===== src/rtl/femto_bus_arbiter.sv =====
// Two-master arbiter sharing one bus between instruction fetch and data access.
// Ties alternate between the masters; an ifetch jump discards the in-flight fetch result.
module femto_bus_arbiter #(
    parameter int ADDR_WIDTH  = 28,
    parameter int IADDR_WIDTH = 23
) (
    input  logic                   clk,
    input  logic                   rst,
    input  logic                   ifetch_req,
    input  logic [IADDR_WIDTH:1]   ifetch_addr,
    input  logic                   ifetch_jump,
    output logic                   ifetch_ready,
    output logic [31:0]            ifetch_data,
    input  logic [1:0]             data_read_n,
    input  logic [1:0]             data_write_n,
    input  logic [ADDR_WIDTH-1:0]  data_addr,
    input  logic [31:0]            data_wdata,
    output logic                   data_ready,
    output logic [31:0]            data_rdata,
    output logic [ADDR_WIDTH-1:0]  bus_addr,
    output logic [31:0]            bus_wdata,
    output logic [1:0]             bus_read_n,
    output logic [1:0]             bus_write_n,
    input  logic [31:0]            bus_rdata,
    input  logic                   bus_ready
);

    typedef enum logic [3:0] {
        IDLE  = 4'b0001,
        INSTR = 4'b0010,
        DATA  = 4'b0100,
        DRAIN = 4'b1000
    } state_t;

    localparam logic GRANT_INSTR = 1'b0;
    localparam logic GRANT_DATA  = 1'b1;
    localparam logic [1:0] SIZE_NONE = 2'b11;
    localparam logic [1:0] SIZE_WORD = 2'b10;

    state_t                  state_reg, state_next;
    logic                    last_grant_reg, last_grant_next;
    logic                    pend_valid_reg, pend_valid_next;
    logic [IADDR_WIDTH:1]    pend_addr_reg, pend_addr_next;
    logic [ADDR_WIDTH-1:0]   bus_addr_reg, bus_addr_next;
    logic [31:0]             bus_wdata_reg, bus_wdata_next;
    logic [1:0]              bus_read_n_reg, bus_read_n_next;
    logic [1:0]              bus_write_n_reg, bus_write_n_next;

    logic                    data_pending;
    logic                    instr_pending;
    logic                    grant_data;
    logic                    ifetch_done;
    logic                    data_done;
    logic [IADDR_WIDTH:1]    fetch_addr_sel;
    logic [ADDR_WIDTH-1:0]   fetch_bus_addr;

    assign data_pending  = (data_read_n != SIZE_NONE) || (data_write_n != SIZE_NONE);
    assign instr_pending = ifetch_req || pend_valid_reg || ifetch_jump;
    // A jump presented this cycle outranks a previously captured jump target.
    assign fetch_addr_sel = ifetch_jump    ? ifetch_addr :
                            pend_valid_reg ? pend_addr_reg : ifetch_addr;

    // Halfword fetch address placed at bits [IADDR_WIDTH:1], zero elsewhere.
    generate
        for (genvar gi = 0; gi < ADDR_WIDTH; gi++) begin : g_fetch_addr
            if (gi >= 1 && gi <= IADDR_WIDTH) begin : g_bit
                assign fetch_bus_addr[gi] = fetch_addr_sel[gi];
            end else begin : g_zero
                assign fetch_bus_addr[gi] = 1'b0;
            end
        end
    endgenerate

    always_comb begin
        state_next       = state_reg;
        last_grant_next  = last_grant_reg;
        pend_valid_next  = pend_valid_reg;
        pend_addr_next   = pend_addr_reg;
        bus_addr_next    = bus_addr_reg;
        bus_wdata_next   = bus_wdata_reg;
        bus_read_n_next  = bus_read_n_reg;
        bus_write_n_next = bus_write_n_reg;
        ifetch_done      = 1'b0;
        data_done        = 1'b0;
        grant_data       = 1'b0;

        // Any jump seen outside a fresh instruction grant is parked for later.
        if (ifetch_jump) begin
            pend_valid_next = 1'b1;
            pend_addr_next  = ifetch_addr;
        end

        case (state_reg)
            IDLE: begin
                grant_data = data_pending && (!instr_pending || last_grant_reg == GRANT_INSTR);
                if (grant_data) begin
                    state_next       = DATA;
                    bus_addr_next    = data_addr;
                    bus_wdata_next   = data_wdata;
                    bus_read_n_next  = data_read_n;
                    bus_write_n_next = data_write_n;
                end else if (instr_pending) begin
                    state_next       = INSTR;
                    bus_addr_next    = fetch_bus_addr;
                    bus_read_n_next  = SIZE_WORD;
                    bus_write_n_next = SIZE_NONE;
                    pend_valid_next  = 1'b0;
                end
            end
            INSTR: begin
                if (bus_ready) begin
                    ifetch_done      = !ifetch_jump;
                    last_grant_next  = GRANT_INSTR;
                    state_next       = IDLE;
                    bus_read_n_next  = SIZE_NONE;
                    bus_write_n_next = SIZE_NONE;
                end else if (ifetch_jump) begin
                    state_next = DRAIN;
                end
            end
            DATA: begin
                if (bus_ready) begin
                    data_done        = 1'b1;
                    last_grant_next  = GRANT_DATA;
                    state_next       = IDLE;
                    bus_read_n_next  = SIZE_NONE;
                    bus_write_n_next = SIZE_NONE;
                end
            end
            DRAIN: begin
                if (bus_ready) begin
                    last_grant_next  = GRANT_INSTR;
                    state_next       = IDLE;
                    bus_read_n_next  = SIZE_NONE;
                    bus_write_n_next = SIZE_NONE;
                end
            end
            default: begin
                state_next       = IDLE;
                bus_read_n_next  = SIZE_NONE;
                bus_write_n_next = SIZE_NONE;
            end
        endcase
    end

    always_ff @(posedge clk) begin
        if (rst) begin
            state_reg       <= IDLE;
            last_grant_reg  <= GRANT_INSTR;
            pend_valid_reg  <= 1'b0;
            pend_addr_reg   <= '0;
            bus_addr_reg    <= '0;
            bus_wdata_reg   <= '0;
            bus_read_n_reg  <= SIZE_NONE;
            bus_write_n_reg <= SIZE_NONE;
        end else begin
            state_reg       <= state_next;
            last_grant_reg  <= last_grant_next;
            pend_valid_reg  <= pend_valid_next;
            pend_addr_reg   <= pend_addr_next;
            bus_addr_reg    <= bus_addr_next;
            bus_wdata_reg   <= bus_wdata_next;
            bus_read_n_reg  <= bus_read_n_next;
            bus_write_n_reg <= bus_write_n_next;
        end
    end

    // A completion coinciding with reset is abandoned, not reported.
    assign ifetch_ready = ifetch_done && !rst;
    assign data_ready   = data_done && !rst;

    generate
        for (genvar gi = 0; gi < 32; gi++) begin : g_rdata
            assign ifetch_data[gi] = ifetch_ready & bus_rdata[gi];
            assign data_rdata[gi]  = data_ready & bus_rdata[gi];
        end
    endgenerate

    assign bus_addr    = bus_addr_reg;
    assign bus_wdata   = bus_wdata_reg;
    assign bus_read_n  = bus_read_n_reg;
    assign bus_write_n = bus_write_n_reg;

endmodule


===== config.mk =====
export PLATFORM = sky130hd
export DESIGN_NAME = femto_bus_arbiter
export DESIGN_NICKNAME = d
export VERILOG_FILES = /design/src/rtl/femto_bus_arbiter.sv
export SDC_FILE = /design/constraint.sdc
export NUM_CORES = 1
export LEC_CHECK = 0
export CAP_MARGIN = 20
export CELL_PAD_IN_SITES_DETAIL_PLACEMENT = 0
export CELL_PAD_IN_SITES_GLOBAL_PLACEMENT = 1
export CORE_MARGIN = 8
export CORE_UTILIZATION = 26
export DETAILED_ROUTE_END_ITERATION = 16
export HOLD_SLACK_MARGIN = 0.12
export PLACE_DENSITY_LB_ADDON = 0.1
export SLEW_MARGIN = 20
export SYNTH_ARGS = -nofsm -noshare
export SYNTH_HDL_FRONTEND = slang
export SYNTH_SLANG_ARGS = --single-unit

===== constraint.sdc =====
create_clock -name clk -period 2.68 [get_ports clk]
set_input_delay 0.536 -clock clk [delete_from_list [all_inputs] [get_ports clk]]
set_output_delay 0.536 -clock clk [all_outputs]
set_load 0.005 [all_outputs]

==> flow_metrics.env, run 1 <==
export IMPL_synthFlopType="dfxtp_1"
export IMPL_synthTopCellsByArea="dfxtp_1 44%, and2_1 7.8%, mux2_2 6.1%"
export IMPL_timing_hold_violations_final=0
export IMPL_hold_depth=2
export IMPL_antenna_found_initial=0
export IMPL_post_route_drc_count=0
export IMPL_dp_hpwl_um=12900
export IMPL_core_sq_mm=0.0163
export IMPL_crit_fanout=5
export IMPL_async_flop_share_pct=0
export IMPL_critPathLaunchType="flip-flop"
export IMPL_numCtsBuffers=9
export IMPL_gp_congestion=0.816
export IMPL_yosysTopAreaCell="dfxtp_1"
export IMPL_synthCells=483
export IMPL_placed_cells_incl_taps=947
export IMPL_clk_pin_slew_ns=0.07
export IMPL_stdcell_count=977
export IMPL_timing_fmax_mhz=360
export IMPL_synth_compound_area_share_pct=15.3
export IMPL_finalNetCount=876
export IMPL_syn_num_nets=607
export IMPL_wl_per_cell_um=17.5
export IMPL_mostFrequentLayoutCells="184 x clkdlybuf4s50_1, 91 x dfxtp_1, 67 x nand2_1, 53 x nor2_1, 39 x and2_1"
export IMPL_slowest_stage="or4b_4"
export IMPL_die_x_um=144
export IMPL_ioPinCount=254
export IMPL_ir_drop_v=0.000321
export IMPL_yosys_register_bits=93
export IMPL_setup_violations=28
export IMPL_synth_top_family_by_area="simple AND/OR/NAND/NOR gates"
export IMPL_clk_latency_ns=0.35
export IMPL_grt_max_degree=42
export IMPL_worst_path_most_repeated_cell="buf_6"
export IMPL_ff2ff_path_depth=6
export IMPL_cpPeakStageDelay_ns=0.53
export IMPL_cts_tree="yes"
export IMPL_yosysUniqueCellTypes=44
export IMPL_final_min_clock_period_ns=2.78
export IMPL_cts_max_path_buffers=2
export IMPL_final_cell_area_sq_mm=0.00757
export IMPL_synthAdderAreaFrac_pct=0
export IMPL_p_per_area_mw_per_mm2=567
export IMPL_grt_util_all_layers_pct=16.2
export IMPL_synthToLayoutAreaGrowth_pct=77.5
export IMPL_synth_top_area_share_pct=43.6
export IMPL_status="finished with violations"
export IMPL_leakage_nw=3.22
export IMPL_layout_setup_ws_ns=-0.0998
export IMPL_worstSetupEndpointType="output pin"
export IMPL_rsz0062_at_grt="yes"
export IMPL_via_per_inst=4.50
export IMPL_cts_hold_buf=0
export IMPL_utilization_pct=46.5
export IMPL_path_cells="or4b_4 > or2_4 > nor3b_4 > buf_6 > buf_6 > buf_6 > and2_1 > buf_2"
export IMPL_synth_edff_count=0
export IMPL_ys_warnings_count=0
export IMPL_detail_route_antenna_nets=0
export IMPL_violations="negative setup slack"
export IMPL_drive_above_1_share_pct=20.2
export IMPL_synth_simple_area_share_pct=24.5
export IMPL_drt_iter0_drc=132
export IMPL_cts_root_buffer="clkbuf_16"
export IMPL_slew_headroom_pct=67.5
export IMPL_clock_skew_ns=0.00882
export IMPL_start_util_pct=26.2
export IMPL_diodes=0
export IMPL_post_route_period_util_pct=104
export IMPL_min_path_type="primary input to flip-flop"
export IMPL_rows=47
export IMPL_grt_pass1_vias=4508
export IMPL_placement_io_buffers=253
export IMPL_cts_sinks=93
export IMPL_h_tree_depth=3
export IMPL_grt_pass1_wl_um=25900
export IMPL_critPathKind="flip-flop to output pin"
export IMPL_arrival_ns=2.24
export IMPL_final_common_cell="clkdlybuf4s50_1"
export IMPL_final_max_slew_viol_count=0
export IMPL_grt_overflow=0
export IMPL_largest_register_ff_count=32
export IMPL_synth_xor_area_share_pct=0.205
export IMPL_place_area_sq_mm=0.00711
export IMPL_fp_dieH_um=144
export IMPL_num_vias=4398
export IMPL_syn_area_per_cell_sq_um=8.84
export IMPL_routed_wl_um=17100
export IMPL_tightest_slew_ns=0.483
export IMPL_muxShareOfSynthArea_pct=11.7
export IMPL_dieArea_sq_mm=0.0208
export IMPL_crit_required_ns=2.14
export IMPL_hold_ws_ns=0.449
export IMPL_netlist_area_sq_mm=0.00427
export IMPL_ys_seq_area_share_pct=43.6
export IMPL_max_cap_viol_count=0
export IMPL_first_pass_iters=4
## critical path: cells and delay by family (launching register included)
family	cells	cell delay [ns]
buffers and inverters	4	0.48
DFF	1	0.32
and+or+nand+nor	4	1.08
## stage by stage
step                      TNS, ns  power [W]  setup slack [ns]
after global placement      -6.91    0.00298            -0.157
after floorplan                 0    0.00225             0.442
after global routing        -3.38    0.00455            -0.157
after CTS                   -3.98    0.00438            -0.143
final                       -1.11    0.00429           -0.0998
after detailed placement    -8.93    0.00300            -0.216
## path summary, 6_finish.rpt
path	slack (ns)	startpoint	end
setup / recovery	-0.1	state_reg[2]$_SDFFE_PP0P_	ifetch_data[1]
hold / removal	0.45	rst	bus_wdata[5]$_SDFFE_PP0P_
setup reg to reg	0.53	state_reg[2]$_SDFFE_PP0P_	bus_wdata[24]$_SDFFE_PP0P_
hold reg to reg	0.45	bus_wdata[12]$_SDFFE_PP0P_	bus_wdata[12]$_SDFFE_PP0P_
## synthesized netlist by cell type (2+ instances only)
cell       number
dfxtp_1        93
o21ai_0        15
nand2_1        67
and2_2         12
buf_4           3
buf_6           6
and2_1         53
a21oi_1        35
clkbuf_1       18
buf_2           3
a211oi_1        3
o21ai_1        10
a22o_1          5
buf_1           6
nand2b_1        2
o2bb2ai_1      23
mux2i_1        24
nor2_1         54
o32a_1          3
nor4_1          2
mux2_2         23
## per-layer routing
| layer | GRT usage (%) | share of wire (%) | vias up |
|---|---|---|---|
| met2 | 27.4 | 48 | 157 |
| met4 | 5.87 | 2.3 | 0 |
| met1 | 18.8 | 42 | 2038 |
| met5 | 0 | 0 | - |
| li1 | - | - | 2181 |
| met3 | 4.95 | 7.6 | 22 |
## kinds of logic after synthesis
group / Yosys count
multiplexers: 47
buffers and inverters: 37
XOR/XNOR: 1
AND/OR/NAND/NOR: 206
flip-flops: 93
AO/OA/AOI/OAI: 99
## layout make-up
type	count	area [sq um]
tap	220	275
fill	1618	8720
clock buffer	9	225
clock inverter	7	82.6
sequential	93	1860
inverter	1	3.75
timing repair buffer	294	2870
multi-input combinational	353	2260
## what timing repair did
action	4_1_cts	5_1_grt
pin swaps	3	16
setup endpoints to repair	66	41
setup buffers	8	2
cloned	6	0
gates resized for setup	187	35
## report_power, final
group	leakage [nW]	total, W	internal (W)	switching, W
combinational	2.30	0.00127	0.000725	0.000548
sequential	0.768	0.00169	0.00158	0.000105
clock	0.150	0.00133	0.000740	0.000593
(Power assumes the default switching activity.)
==> run 2: changes to the inputs <==
--- a/config.mk
+++ b/config.mk
@@ -11,6 +11,7 @@
 export CORE_MARGIN = 8
 export CORE_UTILIZATION = 26
 export DETAILED_ROUTE_END_ITERATION = 16
+export GPL_TIMING_DRIVEN = 0
 export HOLD_SLACK_MARGIN = 0.12
 export PLACE_DENSITY_LB_ADDON = 0.1
 export SLEW_MARGIN = 20
==> flow_metrics.env, run 2 (synthesis results as in run 1) <==
export IMPL_status="finished with violations"
export IMPL_violations="negative setup slack"
export IMPL_clk_latency_ns=0.35
export IMPL_gp_congestion=0.788
export IMPL_num_vias=4485
export IMPL_rsz0062_at_grt="yes"
export IMPL_leakage_nw=3.26
export IMPL_layout_setup_ws_ns=-0.0877
export IMPL_slew_headroom_pct=49.3
export IMPL_stdcell_count=997
export IMPL_via_per_inst=4.50
export IMPL_power_w=0.00421
export IMPL_grt_util_all_layers_pct=16.5
export IMPL_core_sq_mm=0.0163
export IMPL_clk_pin_slew_ns=0.07
export IMPL_ioPinCount=254
export IMPL_grt_overflow=0
export IMPL_fp_dieH_um=144
export IMPL_final_common_cell="clkdlybuf4s50_1"
export IMPL_arrival_ns=2.23
export IMPL_dieArea_sq_mm=0.0208
export IMPL_drive_above_1_share_pct=22.1
export IMPL_wl_per_cell_um=17.9
export IMPL_crit_required_ns=2.14
export IMPL_finalSetupTns_ns=-2.05
export IMPL_ff2ff_path_depth=6
export IMPL_numCtsBuffers=9
export IMPL_critPathKind="flip-flop to output pin"
export IMPL_detail_route_antenna_nets=0
export IMPL_cts_sinks=93
export IMPL_h_tree_depth=3
export IMPL_cts_hold_buf=0
export IMPL_finalNetCount=896
export IMPL_cts_tree="yes"
export IMPL_timing_hold_violations_final=0
export IMPL_rows=47
export IMPL_hold_depth=2
export IMPL_mostFrequentLayoutCells="184 x clkdlybuf4s50_1, 89 x dfxtp_1, 67 x nand2_1, 54 x nor2_1, 45 x buf_6"
export IMPL_final_max_slew_viol_count=0
export IMPL_placement_io_buffers=252
export IMPL_largest_register_ff_count=32
export IMPL_clock_skew_ns=0.00777
export IMPL_die_x_um=144
export IMPL_drt_iter0_drc=138
export IMPL_post_route_drc_count=0
export IMPL_tightest_slew_ns=0.753
export IMPL_max_cap_viol_count=0
export IMPL_final_min_clock_period_ns=2.77
export IMPL_utilization_pct=47.0
export IMPL_routed_wl_um=17800
export IMPL_p_per_area_mw_per_mm2=550
export IMPL_fillCellCount=1575
export IMPL_post_route_period_util_pct=103
export IMPL_start_util_pct=26.2
export IMPL_ir_drop_v=0.000329
export IMPL_cts_root_buffer="clkbuf_16"
export IMPL_grt_pass1_vias=4617
export IMPL_first_pass_iters=4
export IMPL_cts_max_path_buffers=2
export IMPL_dp_hpwl_um=13700
export IMPL_diodes=0
export IMPL_grt_max_degree=18
export IMPL_pre_cts_slack_ns=-0.610
export IMPL_crit_fanout=5
export IMPL_placed_cells_incl_taps=955
export IMPL_grt_pass1_wl_um=26400
export IMPL_synthToLayoutAreaGrowth_pct=79.5
export IMPL_antenna_found_initial=0
export IMPL_setup_violations=31
export IMPL_worstSetupEndpointType="output pin"
export IMPL_min_path_type="flip-flop to flip-flop"
export IMPL_timing_fmax_mhz=361
export IMPL_critPathLaunchType="flip-flop"
## run 2: cell count changes in the layout (fill, tap and decap cells not counted), sizes merged
cell,before,now
bufinv,1,0
bufbuf,1,0
clkinv,2,4
clkbuf,9,42
dlymetal6s2s,0,6
clkdlybuf4s15,0,3
dlygate4sd2,34,10
buf,75,78
clkinvlp,1,0
## run 2: final cells by class
class / count / area, sq um / area share [%]
timing repair buffer: 278 / 2740 / 35.7
buffer: 36 / 230 / 3.00
multi-input combinational: 353 / 2260 / 29.5
inverter: 1 / 3.75 / 0.0490
tap: 220 / 275 / 3.59
clock buffer: 9 / 225 / 2.94
clock inverter: 7 / 58.8 / 0.767
sequential: 93 / 1870 / 24.4
## run 2: timing repair
action	CTS	global route
resized for setup	215	78
gates cloned	4	0
pin swaps	21	13
setup buffers	17	5
endpoints found under the setup margin	66	46
## run 2: worst max-delay path, stage by stage, from the launching register on
cell and delay, ns:
dfxtp_4 0.35, or4b_4 0.51, or2_4 0.26, nor3b_4 0.17, buf_6 0.15, buf_6 0.11, buf_6 0.11, and2_4 0.14
buf_6 0.09
## run 2: final timing paths
kind | slack [ns] | to | from
setup / recovery | -0.09 | ifetch_data[1] | state_reg[2]$_SDFFE_PP0P_
hold / removal | 0.45 | bus_wdata[21]$_SDFFE_PP0P_ | bus_wdata[21]$_SDFFE_PP0P_
setup reg to reg | 0.44 | bus_wdata[19]$_SDFFE_PP0P_ | state_reg[2]$_SDFFE_PP0P_
hold reg to reg | 0.45 | bus_wdata[21]$_SDFFE_PP0P_ | bus_wdata[21]$_SDFFE_PP0P_
## run 2: power breakdown
group | switching (W) | total, W | internal (W)
clock network | 0.000607 | 0.00125 | 0.000646
logic | 0.000559 | 0.00127 | 0.000714
registers | 0.000105 | 0.00169 | 0.00158
## run 2: metrics by stage
step	area [sq um]	hold slack, ns
finish	7660	0.455
global route	7660	0.476
CTS	7530	0.457
detailed placement	7070	0.447
global placement	7070	0.443
floorplan	4270	0.453
## run 2: layer usage
layer	part of all wire, %	global-route usage [%]	up-vias
met5	0	0	-
met3	8.2	5.55	12
li1	-	-	2226
met1	40	17.9	2075
met2	51	30.2	172
met4	1.0	4.10	0
==> edit 1, RTL diff (settings of run 1) <==
Encoding of `state_t`: now Gray code (2 bits for 4 states).
--- a/src/rtl/femto_bus_arbiter.sv
+++ b/src/rtl/femto_bus_arbiter.sv
@@ -25,11 +25,11 @@
     input  logic                   bus_ready
 );
 
-    typedef enum logic [3:0] {
-        IDLE  = 4'b0001,
-        INSTR = 4'b0010,
-        DATA  = 4'b0100,
-        DRAIN = 4'b1000
+    typedef enum logic [1:0] {
+        IDLE  = 2'b00,
+        INSTR = 2'b01,
+        DATA  = 2'b11,
+        DRAIN = 2'b10
     } state_t;
 
     localparam logic GRANT_INSTR = 1'b0;
Behaviour: same outputs for any inputs over 4 cycles, from zero or initial values and one cycle with rst high; so few cycles prove little.
==> edit 1 against run 1 <==
First-iteration DRC count increased by 14%; setup slack improved by 0.15 ns; synthesized cell count increased by 4.6%; hold slack improved by 0.0028 ns; sequential cell count decreased by 2; final area decreased by 4.0%; wire length decreased by 3.8%; area after synthesis decreased by 2.6%; total power increased by 27%; die area decreased by 2.3%; register-to-register slack improved by 0.40 ns.
==> edit 1: results (changes against run 1) <==
status=completed; DR vias/cell=4.45 (-1.1%); GRT Util Overall=0.153 (-0.00815); asr flop ratio synth=0 (unchanged); Netlist cell types=36 (-18%); slowest stage delay, CP=0.54 ns; P_leak=3.19 nW (-0.82%); first-pass GRT wire length=24.3 mm (-6.2%); layout cells sized above 1=0.0597 (-0.142); initial antenna violation count=1 (+1); worst min path class=reg2reg; sequential area share after synthesis=0.438 (+0.00192); TritonCTS Buffers=9 (unchanged); placed insts=951 (+0.42%); IO Port Bufs=253 (unchanged); via count=4321 (-1.8%); largest net degree at the start of global routing=63 (+50%); Crit Path Max Fanout=19 (+14); reg2reg path depth=4 (-2); clk_skew=0.00736 ns (-0.00145 ns); Syn Inst Count=505 (+4.6%); clock-pin slew on the worst setup and hold paths=0.07 ns (about the same); root buf cell=clkbuf_16; slowest cell on the critical path=clkdlybuf4s50_1; GP Congestion=0.800 (-2.0%); synthesized net count=634 (+4.4%); vias in the first global route=4164 (-7.6%); Max IR drop VDD=576 uV (+80%); yosys warns=0 (unchanged); Final #Nets=878 (+0.23%); commonest cells in the netlist=115 x nand2_1, 91 x dfxtp_1, 64 x and2_1; worst relative slew slack=0.426 (-0.249); initial drt markers=151 (+14%); Max Slew Vio Count=0 (unchanged); EDFF count, synth=0 (unchanged); top post-synthesis cells by area=dfxtp_1 44%, nand2_1 10%, and2_1 9.6%; hpwl dp=12.3 mm (-4.6%); H-tree depth=3 (unchanged); worst hold path cell count=2 (unchanged); WL per Instance=16.9 um (-3.3%); maximum root-to-sink buffer count=2 (unchanged); Pre-antenna DRT Iters=4 (unchanged)
==> edit 1: cells by family after synthesis <==
group,after synthesis,synth area share
AO/OA/AOI/OAI,100,0.159
AND/OR/NAND/NOR,246,0.287
flip-flops,91,0.438
multiplexers,23,0.0554
buffers and inverters,40,0.0457
adder cells (fa/ha/maj),5,0.0150
==> edit 1: timing repair <==
action / 4_1_cts / 5_1_grt
gates resized for setup: 23 / 17
setup endpoints to repair: 32 / 45
pin swaps: 1 / 0
cloned: 1 / 0
setup buffers: 0 / 2
==> edit 1: routing by layer <==
layer | GRT usage | vias up | wire length (um)
li1 | - | 2191 | -
met1 | 0.182 | 1973 | 7130
met2 | 0.260 | 141 | 8040
met3 | 0.0450 | 16 | 1040
met4 | 0.0487 | 0 | 200
met5 | 0 | - | 0
==> edit 1: report_power, final <==
group / internal [W] / total, W / switching [W] / leakage [nW]
clock network: 0.000639 / 0.00120 / 0.000563 / 0.131
logic: 0.00122 / 0.00230 / 0.00108 / 2.31
registers: 0.00174 / 0.00195 / 0.000206 / 0.752
==> edit 1: final cells by class <==
class	instances	area [um^2]
Sequential cell	91	1820
Clock inverter	6	48.8
Timing Repair Buffer	269	2710
Antenna cell	1	2.50
Inverter	4	15.0
Multi-Input combinational cell	374	2170
Tap cell	216	270
Clock buffer	10	229
Fill cell	1555	8500
==> edit 1: critical path, delay by kind of cell <==
kind,cells,cell delay [ns]
buf+inv,3,1.21
simple gates,2,0.35
==> edit 1: through the flow <==
step	area, um^2	setup slack, ns	hold WS, ns
6_report	7270	0.0481	0.452
5_1_grt	7270	-0.000665	0.472
4_1_cts	7200	0.000113	0.456
3_5_place_dp	6900	0.0110	0.446
3_3_place_gp	6900	0.0390	0.441
2_1_floorplan	4160	0.722	0.453
==> edit 1: worst paths after layout <==
kind | from | to | slack, ns
worst max-delay path | bus_ready | data_rdata[1] | 0.05
worst min-delay path | bus_wdata[19]$_SDFFE_PP0P_ | bus_wdata[19]$_SDFFE_PP0P_ | 0.45
worst max register to register | pend_valid_reg$_SDFF_PP0_ | bus_addr[17]$_SDFFE_PP0P_ | 0.93
worst min register to register | bus_wdata[19]$_SDFFE_PP0P_ | bus_wdata[19]$_SDFFE_PP0P_ | 0.45
==> edit 2, RTL diff (flow settings as in run 1) <==
Without the edit above. `IADDR_WIDTH`: 23 -> 46.
--- a/src/rtl/femto_bus_arbiter.sv
+++ b/src/rtl/femto_bus_arbiter.sv
@@ -2,7 +2,7 @@
 // Ties alternate between the masters; an ifetch jump discards the in-flight fetch result.
 module femto_bus_arbiter #(
     parameter int ADDR_WIDTH  = 28,
-    parameter int IADDR_WIDTH = 23
+    parameter int IADDR_WIDTH = 46
 ) (
     input  logic                   clk,
     input  logic                   rst,
Interface: changed (resized ifetch_addr); port bits go from 254 to 277. The function was not compared with the original's and may differ.
==> edit 2 against run 1 <==
Critical path depth fell by 2; clock skew decreased by 0.0024 ns; area after synthesis grew 5.5%; synthesized cell count rose by 6.0%; final area grew 1.2%; sequential cell count increased by 4; register-to-register slack better by 0.07 ns; total power grew 1.8%; first-iteration DRC count increased by 9.8%; setup slack improved by 0.23 ns; wire length is 1.1% lower; die area increased by 4.9%; maximum frequency up 9.2%; critical path type unchanged.
==> edit 2: results (changes against run 1) <==
status=completed; hpwl dp=12.7 mm (-1.8%); Pint=0.00312 W (+2.5%); GRT Util Overall=0.151 (-0.0108); final non-filler cell total=993 (+1.6%); worst min path class=reg2reg; met1 Track Usage GR=0.163 (-0.0249); first-pass GRT wire length=26.1 mm (+0.64%); fill cell count=1698 (+4.9%); Critical Path End=ifetch_data[22]; placed inst area=7380 um^2 (+3.8%); Pre-antenna DRT Iters=6 (+2); clk_skew=0.00637 ns (-0.00244 ns); Netlist cell types=38 (-14%); layout cells sized above 1=0.0716 (-0.130); reg2reg path depth=5 (-1); placed insts=976 (+3.1%); grt met3 use=0.0777 (+0.0281); Crit Path Max Fanout=16 (+11); flop-to-flop setup slack=0.60 ns (+0.07 ns); Max IR drop VDD=283 uV (-12%); worst relative slew slack=0.333 (-0.343); largest net degree at the start of global routing=53 (+26%); GP Congestion=0.697 (-15%); IO Port Bufs=257 (+1.6%); Syn Inst Count=512 (+6.0%); synthesized net count=659 (+8.6%); via count=4528 (+3.0%); vias in the first global route=4662 (+3.4%); pre-CTS WS=-0.163 ns (+0.0529 ns); top post-synthesis cells by area=dfxtp_1 43%, mux2i_1 12%, and2_1 8.9%; multi-input logic area=2400 um^2 (+6.3%); crit path DAT=2.01 ns (-0.23 ns); Final Cycle Share=0.950 (-0.0871)
==> edit 2: cell count changes in the layout (fill, tap and decap cells not counted), moves of 17 or more <==
| cell | delta |
|---|---|
| a32o_1 | +27 |
| and2_1 | +25 |
| and2_4 | -17 |
| buf_6 | -29 |
| dlygate4sd2_1 | +31 |
| mux2_2 | -23 |
| mux2i_1 | +31 |
| nand2_1 | +27 |
| nor2_1 | -20 |
| o2bb2ai_1 | -22 |
| or3_1 | +27 |
==> edit 2: cell type report <==
type,count,share of cell area
repair buffers,283,0.358
clock buffers,9,0.0294
flip-flops and latches,97,0.254
clock inverters,6,0.00882
well taps,225,0.0367
multi-input cells,373,0.313
==> edit 2: worst max-delay path: stages (launching register included) <==
cell and delay [ns]:
dfxtp_1 0.41, nor4b_4 0.28, nor3b_4 0.29, buf_4 0.17
clkbuf_16 0.15, and2_1 0.12, dlygate4sd2_1 0.25
==> edit 2: logic make-up (layout without fill, tap and decap cells) <==
family,count (synthesis),after routing,synth area share
AOI/OAI and AO/OA,79,79,0.131
xor gates and xnor gates,1,1,0.00195
buffers and inverters,42,298,0.0447
DFF,97,97,0.431
muxes,55,55,0.122
and+or+nand+nor,238,238,0.269
==> edit 2: power groups by stage <==
stage | sequential (W) | combinational (W) | clock [W]
floorplan | 0.00180 | 0.000560 | 0
global placement | 0.00179 | 0.00132 | 0
detailed placement | 0.00180 | 0.00133 | 0
CTS | 0.00177 | 0.00133 | 0.00135
global route | 0.00179 | 0.00144 | 0.00141
finish | 0.00177 | 0.00130 | 0.00130
==> edit 2: worst min-delay path by stage <==
stage / from / end / slack (ns) / cells after the start
finish: bus_wdata[26]$_SDFFE_PP0P_ / bus_wdata[26]$_SDFFE_PP0P_ / 0.46 / 2
floorplan: bus_wdata[0]$_SDFFE_PP0P_ / bus_wdata[0]$_SDFFE_PP0P_ / 0.45 / 2
detailed placement: bus_wdata[11]$_SDFFE_PP0P_ / bus_wdata[11]$_SDFFE_PP0P_ / 0.45 / 2
global placement: bus_wdata[10]$_SDFFE_PP0P_ / bus_wdata[10]$_SDFFE_PP0P_ / 0.44 / 2
global route: bus_wdata[27]$_SDFFE_PP0P_ / bus_wdata[27]$_SDFFE_PP0P_ / 0.48 / 2
CTS: bus_wdata[11]$_SDFFE_PP0P_ / bus_wdata[11]$_SDFFE_PP0P_ / 0.46 / 2
==> edit 2: routing by layer <==
layer,routed length [um],vias to the layer above
li1,-,2282
met4,172,0
met1,6640,2087
met2,8340,149
met5,0,-
met3,1720,10
==> edit 2: repair_timing <==
item,in CTS,in global routing
setup buffers,0,1
pin swaps,0,1
hold buffers,0,0
resized for setup,66,5
setup endpoints to repair,66,1
gates cloned,0,1
